**config.mk**
```make
export PLATFORM = sky130hd
export DESIGN_NAME = risc_v_id_stage
export DESIGN_NICKNAME = d
export VERILOG_FILES = /design/src/rtl/risc_v_id_stage.sv
export SDC_FILE = /design/constraint.sdc
export NUM_CORES = 1
export LEC_CHECK = 0
export BUFFER_PORTS_ARGS = -buffer_cell sky130_fd_sc_hd__clkbuf_2
export CORE_AREA = 3 3 119 121
export CTS_CLUSTER_DIAMETER = 150
export DETAILED_ROUTE_END_ITERATION = 8
export DIE_AREA = 0 0 122 124
export GPL_TIMING_DRIVEN = 1
export MAX_ROUTING_LAYER = met4
export PLACE_DENSITY = 0.82
export SLEW_MARGIN = 15
export SYNTH_ARGS = -nofsm -noshare
export SYNTH_HDL_FRONTEND = slang
export SYNTH_SLANG_ARGS = --single-unit
export TNS_END_PERCENT = 100
```
**constraint.sdc**
```tcl
create_clock -name clk -period 7.8 [get_ports clk]
set_clock_uncertainty 0.15 [all_clocks]
set_input_delay 0.39 -clock clk [delete_from_list [all_inputs] [get_ports clk]]
set_output_delay 0.39 -clock clk [all_outputs]
set_load 0.01 [all_outputs]
```
**src/rtl/risc_v_id_stage.sv**
```systemverilog
// risc_v_id_stage
//   Instruction-decode stage of the pipelined RV32I core. Drives register
//   file read addresses straight from the IF/ID instruction, builds the
//   immediate, decodes control bits, detects load-use hazards, and owns the
//   ID/EX pipeline register (bubble insertion, flush, hold).
//
// Ports
//   clk, rst                       clock, asynchronous active-high reset
//   if_valid, if_instr, if_pc      IF/ID register contents
//   rf_read_addr1/2                combinational rs1/rs2 indices to the RF
//   rf_read_data1/2                combinational RF read data
//   flush                          kill the instruction entering ID/EX
//   ex_hold                        freeze ID/EX
//   stall_if                       freeze PC and IF/ID this cycle
//   id_ex_*                        registered ID/EX fields for EX

module risc_v_id_stage #(
  parameter int DATA_WIDTH = 32,
  parameter int ADDR_WIDTH = 5
) (
  input  logic                  clk,
  input  logic                  rst,
  input  logic                  if_valid,
  input  logic [31:0]           if_instr,
  input  logic [DATA_WIDTH-1:0] if_pc,
  output logic [ADDR_WIDTH-1:0] rf_read_addr1,
  output logic [ADDR_WIDTH-1:0] rf_read_addr2,
  input  logic [DATA_WIDTH-1:0] rf_read_data1,
  input  logic [DATA_WIDTH-1:0] rf_read_data2,
  input  logic                  flush,
  input  logic                  ex_hold,
  output logic                  stall_if,
  output logic                  id_ex_valid,
  output logic [DATA_WIDTH-1:0] id_ex_pc,
  output logic [DATA_WIDTH-1:0] id_ex_rs1_data,
  output logic [DATA_WIDTH-1:0] id_ex_rs2_data,
  output logic [DATA_WIDTH-1:0] id_ex_imm,
  output logic [ADDR_WIDTH-1:0] id_ex_rs1,
  output logic [ADDR_WIDTH-1:0] id_ex_rs2,
  output logic [ADDR_WIDTH-1:0] id_ex_rd,
  output logic [6:0]            id_ex_opcode,
  output logic [2:0]            id_ex_funct3,
  output logic                  id_ex_funct7b5,
  output logic                  id_ex_reg_write,
  output logic                  id_ex_mem_read,
  output logic                  id_ex_mem_write
);

  localparam logic [6:0] OP_R      = 7'b0110011;
  localparam logic [6:0] OP_I_ALU  = 7'b0010011;
  localparam logic [6:0] OP_JALR   = 7'b1100111;
  localparam logic [6:0] OP_LOAD   = 7'b0000011;
  localparam logic [6:0] OP_STORE  = 7'b0100011;
  localparam logic [6:0] OP_BRANCH = 7'b1100011;
  localparam logic [6:0] OP_LUI    = 7'b0110111;
  localparam logic [6:0] OP_AUIPC  = 7'b0010111;
  localparam logic [6:0] OP_JAL    = 7'b1101111;

  typedef struct packed {
    logic                  valid;
    logic [DATA_WIDTH-1:0] pc;
    logic [DATA_WIDTH-1:0] rs1_data;
    logic [DATA_WIDTH-1:0] rs2_data;
    logic [DATA_WIDTH-1:0] imm;
    logic [ADDR_WIDTH-1:0] rs1;
    logic [ADDR_WIDTH-1:0] rs2;
    logic [ADDR_WIDTH-1:0] rd;
    logic [6:0]            opcode;
    logic [2:0]            funct3;
    logic                  funct7b5;
    logic                  reg_write;
    logic                  mem_read;
    logic                  mem_write;
  } id_ex_t;

  id_ex_t id_ex_d, id_ex_q;

  logic [6:0]            opcode;
  logic [ADDR_WIDTH-1:0] rs1, rs2, rd;
  logic [31:0]           imm32;
  logic                  dec_reg_write, dec_mem_read, dec_mem_write;
  logic                  uses_rs1, uses_rs2;
  logic                  lu;

  assign opcode = if_instr[6:0];
  assign rs1    = ADDR_WIDTH'(if_instr[19:15]);
  assign rs2    = ADDR_WIDTH'(if_instr[24:20]);
  assign rd     = ADDR_WIDTH'(if_instr[11:7]);

  assign rf_read_addr1 = rs1;
  assign rf_read_addr2 = rs2;

  always_comb begin
    imm32         = '0;
    dec_reg_write = 1'b0;
    dec_mem_read  = 1'b0;
    dec_mem_write = 1'b0;
    uses_rs1      = 1'b0;
    uses_rs2      = 1'b0;
    case (opcode)
      OP_R: begin
        dec_reg_write = 1'b1;
        uses_rs1      = 1'b1;
        uses_rs2      = 1'b1;
      end
      OP_I_ALU, OP_JALR: begin
        imm32         = {{20{if_instr[31]}}, if_instr[31:20]};
        dec_reg_write = 1'b1;
        uses_rs1      = 1'b1;
      end
      OP_LOAD: begin
        imm32         = {{20{if_instr[31]}}, if_instr[31:20]};
        dec_reg_write = 1'b1;
        dec_mem_read  = 1'b1;
        uses_rs1      = 1'b1;
      end
      OP_STORE: begin
        imm32         = {{20{if_instr[31]}}, if_instr[31:25], if_instr[11:7]};
        dec_mem_write = 1'b1;
        uses_rs1      = 1'b1;
        uses_rs2      = 1'b1;
      end
      OP_BRANCH: begin
        imm32    = {{19{if_instr[31]}}, if_instr[31], if_instr[7],
                    if_instr[30:25], if_instr[11:8], 1'b0};
        uses_rs1 = 1'b1;
        uses_rs2 = 1'b1;
      end
      OP_LUI, OP_AUIPC: begin
        imm32         = {if_instr[31:12], 12'b0};
        dec_reg_write = 1'b1;
      end
      OP_JAL: begin
        imm32         = {{11{if_instr[31]}}, if_instr[31], if_instr[19:12],
                         if_instr[20], if_instr[30:21], 1'b0};
        dec_reg_write = 1'b1;
      end
      default: ;
    endcase
    // Writes to x0 are architecturally discarded; dropping them here also
    // keeps the forwarding unit from matching on rd=0.
    if (rd == '0) dec_reg_write = 1'b0;
  end

  assign lu = id_ex_q.valid && id_ex_q.mem_read && (id_ex_q.rd != '0) && if_valid &&
              ((uses_rs1 && (rs1 == id_ex_q.rd)) || (uses_rs2 && (rs2 == id_ex_q.rd)));

  assign stall_if = (lu | ex_hold) & ~flush;

  // Flush outranks hold: only valid/control are cleared, data fields keep
  // their old values since a dead slot's data is never consumed.
  always_comb begin
    id_ex_d = id_ex_q;
    if (flush) begin
      id_ex_d.valid     = 1'b0;
      id_ex_d.reg_write = 1'b0;
      id_ex_d.mem_read  = 1'b0;
      id_ex_d.mem_write = 1'b0;
    end else if (!ex_hold) begin
      id_ex_d.pc        = if_pc;
      id_ex_d.rs1_data  = rf_read_data1;
      id_ex_d.rs2_data  = rf_read_data2;
      id_ex_d.imm       = DATA_WIDTH'($signed(imm32));
      id_ex_d.rs1       = rs1;
      id_ex_d.rs2       = rs2;
      id_ex_d.rd        = rd;
      id_ex_d.opcode    = opcode;
      id_ex_d.funct3    = if_instr[14:12];
      id_ex_d.funct7b5  = if_instr[30];
      if (lu) begin
        id_ex_d.valid     = 1'b0;
        id_ex_d.reg_write = 1'b0;
        id_ex_d.mem_read  = 1'b0;
        id_ex_d.mem_write = 1'b0;
      end else begin
        id_ex_d.valid     = if_valid;
        id_ex_d.reg_write = dec_reg_write & if_valid;
        id_ex_d.mem_read  = dec_mem_read  & if_valid;
        id_ex_d.mem_write = dec_mem_write & if_valid;
      end
    end
  end

  always_ff @(posedge clk or posedge rst) begin
    if (rst) id_ex_q <= '0;
    else     id_ex_q <= id_ex_d;
  end

  assign id_ex_valid     = id_ex_q.valid;
  assign id_ex_pc        = id_ex_q.pc;
  assign id_ex_rs1_data  = id_ex_q.rs1_data;
  assign id_ex_rs2_data  = id_ex_q.rs2_data;
  assign id_ex_imm       = id_ex_q.imm;
  assign id_ex_rs1       = id_ex_q.rs1;
  assign id_ex_rs2       = id_ex_q.rs2;
  assign id_ex_rd        = id_ex_q.rd;
  assign id_ex_opcode    = id_ex_q.opcode;
  assign id_ex_funct3    = id_ex_q.funct3;
  assign id_ex_funct7b5  = id_ex_q.funct7b5;
  assign id_ex_reg_write = id_ex_q.reg_write;
  assign id_ex_mem_read  = id_ex_q.mem_read;
  assign id_ex_mem_write = id_ex_q.mem_write;

endmodule

```
==> results by group <==
Synthesis
  – Synthesized Nets: 865
  – Fraction of registers with async set or reset after synthesis: 100%
  – Post-synth EDFFs: 0
  – Yosys cell types: 41
  – Dominant cell type by area after synthesis: dfrtp_1
  – Top cells by count, synth: nand2_1, dfrtp_1, clkbuf_1
  – Syn Std Cell Area: 0.00661 mm²
  – Sequential element share of the synthesized area: 59.8%
  – YS warnings: 0
  – Top-count cell post-synth: nand2_1
  – #FFs+latches synth: 158
  – Syn_area_per_cell: 9.03 µm²
  – Top cells by area, synth: dfrtp_1, nand2_1, clkbuf_1
  – Synthesized instance count: 732
  – Most frequently used flop master after synthesis: dfrtp_1
  – Share of the synthesized area in the top cell type: 59.8%

CTS
  – Post-CTS sizing: 0
  – CTS clk-pin slew, worst paths: 60 ps
  – # H-tree levels: 4
  – Maximum buffer depth of the clock tree: 2
  – CTS buffer count: 17
  – TritonCTS clock tree: done
  – Sink Count: 158
  – Clock root buffer: clkbuf_16
  – Clk_lat worst skew: 420 ps

Global routing
  – Vias in the first global route: 5980
  – Global-route wire length before repair: 30.2 mm
  – Global route total overflow: 0
  – Largest net degree at the start of global routing: 104
  – Global-route usage over all layers: 26.6%
  – Initial antenna violation count: 0

Worst setup path
  – Required time worst endpoint: 7260 ps
  – CP Capture Type: output port
  – CP Launch Type: flip-flop
  – Crit path max-delay cell type: dfrtp_1
  – CP Data Arrival Time: 2010 ps
  – Worst path cell trace: xnor2_1, nand3_1, nor3_1, o21ai_2, a21oi_1, clkbuf_2
  – Crit path kind: reg2out
  – CP max FO: 5
  – Crit path largest cell delay: 450 ps

Cells and area
  – Area grow syn2layout: 36.4%
  – Share of post-route cells with drive strength above 1: 35.2%
  – FILL cells: 1055
  – N_diodes: 0
  – Nets@finish: 1172

Placed design
  – Final GP Congestion: 0.894
  – PortBufs: 301
  – Dpl hpwl: 13.2 mm

Timing
  – Max-slew violations: 0
  – Peak Freq: 0.392 GHz
  – Min Tclk post-route: 2550 ps
  – Final Cycle Share: 32.7%
  – Final Hold Viols: 0
  – Hold_ws: 14.3 ps
  – Max transition margin: 28.4%
  – Unrepaired setup endpoints after global routing: false
  – Setup TNS: 0 ps
  – Final setup fails: 0
  – Slew @ Worst Pin: 1070 ps

Job
  – # Max-Cap Violations: 0

Detailed routing
  – # DRC: 0
  – Via count: 6189
  – Final WL: 19.5 mm
  – Vias per cell: 5.04
  – DR pass1 iterations: 4
  – DR WL/cell: 15.9 µm
  – DRT antenna net count: 0
  – Initial DRC count: 515

Floorplan
  – Die X: 122 µm
  – Standard-cell rows: 42
  – Initial Util: 50.1%
  – Chip height: 124 µm
  – # IOs: 302
  – Die area: 0.0151 mm²
  – Area of the core: 0.0132 mm²

Pwr
  – Leak pwr: 5.05 nW
  – PwrDens: 232 mW/mm²
  – VDD IR max: 130 µV

Min path
  – Hold WC Path Type: in2reg

Status
  – Status: finished, final reports clean
==> logic make-up after synthesis <==
| family | count (synthesis) | synth area share, % |
|---|---|---|
| xor+xnor | 10 | 1.33 |
| buf+inv | 54 | 4.07 |
| simple gates | 437 | 26.4 |
| flops | 158 | 59.8 |
| compound gates | 73 | 8.35 |
==> critical path: cells and delay by family (launching register included) <==
family,cells,cell delay [ps]
XOR/XNOR,1,210
buffers and inverters,1,150
AO/OA/AOI/OAI,2,330
flip-flops,1,450
AND/OR/NAND/NOR,2,460
==> registers in the layout, summed over array words and instances, names as in the netlist <==
name and count:
id_ex_imm 32, id_ex_valid 1, id_ex_funct3 3, id_ex_rs1 5
id_ex_rs1_data 32, id_ex_funct7b5 1, id_ex_pc 32, id_ex_mem_read 1
id_ex_reg_write 1, id_ex_rd 5, id_ex_rs2_data 32, id_ex_mem_write 1
id_ex_opcode 7, id_ex_rs2 5
==> metrics by stage <==
stage | cell area (µm²) | total power, mW | util (%) | cells | setup slack [ps]
4_1_cts | 9000 | 2.10 | 68.2 | 1226 | 5190
5_1_grt | 9020 | 2.19 | 68.4 | 1228 | 5060
6_report | 9020 | 2.09 | 68.4 | 1228 | 5250
3_5_place_dp | 8130 | 1.30 | 61.7 | 1164 | 5280
2_1_floorplan | 6610 | 1.13 | - | 732 | 3000
3_3_place_gp | 8130 | 1.29 | 61.7 | 1164 | 5270
==> metal layers <==
layer  global-route usage (%)  routed length (µm)
met4                     12.2                 665
met1                     33.7                7850
met3                     5.45                1400
met2                     41.8                9610
met5                        -                   0
==> cell usage in the layout, fill, tap and decap left out, types with 5 or more instances in the layout <==
cell	netlist	layout
a221oi_1	5	5
nor2_1	17	16
xnor2_1	7	7
clkinv_2	0	5
o21ai_0	6	6
dlygate4sd3_1	0	32
nand3_1	5	5
a21oi_1	14	14
a21oi_2	10	10
o21ai_2	11	11
o21ai_1	10	10
nand2_1	395	395
clkbuf_16	0	17
dfrtp_1	158	158
a22o_1	7	7
clkbuf_2	0	301
==> repair_timing <==
action                                  CTS  global route
buffers inserted                          0             0
endpoints found under the setup margin    0             0
hold buffers                             30             2
endpoints found under the hold margin   101             2
==> layout make-up <==
type	instances	area [µm²]	share of cell area, %
Sequential cell	158	3950	43.9
Clock inverter	15	136	1.51
Tap cell	176	220	2.44
Inverter	5	23.8	0.264
Clock buffer	17	425	4.72
Timing Repair Buffer	337	1860	20.6
Multi-Input combinational cell	520	2400	26.6
==> path summary, 6_finish.rpt <==
| path | startpoint | endpoint | slack (ps) | cells after the start |
|---|---|---|---|---|
| worst max-delay path | id_ex_rd[0] | stall_if | 5250 | 6 |
| worst min-delay path | rf_read_data2[18] | id_ex_rs2_data[18] | 10 | 3 |
| worst max register to register | id_ex_rd[0] | id_ex_valid | 5990 | 5 |
| worst min register to register | id_ex_rs2_data[15] | id_ex_rs2_data[15] | 320 | 2 |
| max in group asynchronous | rst | id_ex_opcode[0] | 5520 | 4 |
| min in group asynchronous | rst | id_ex_pc[22] | 440 | 3 |
==> power by group <==
part / internal (mW) / switching, mW / leakage [nW]
sequential: 0.904 / 0.0531 / 2.00
combinational: 0.139 / 0.210 / 2.77
clock: 0.444 / 0.343 / 0.277
total: 1.49 / 0.605 / 5.05
Power figures use the tool's default switching activity.
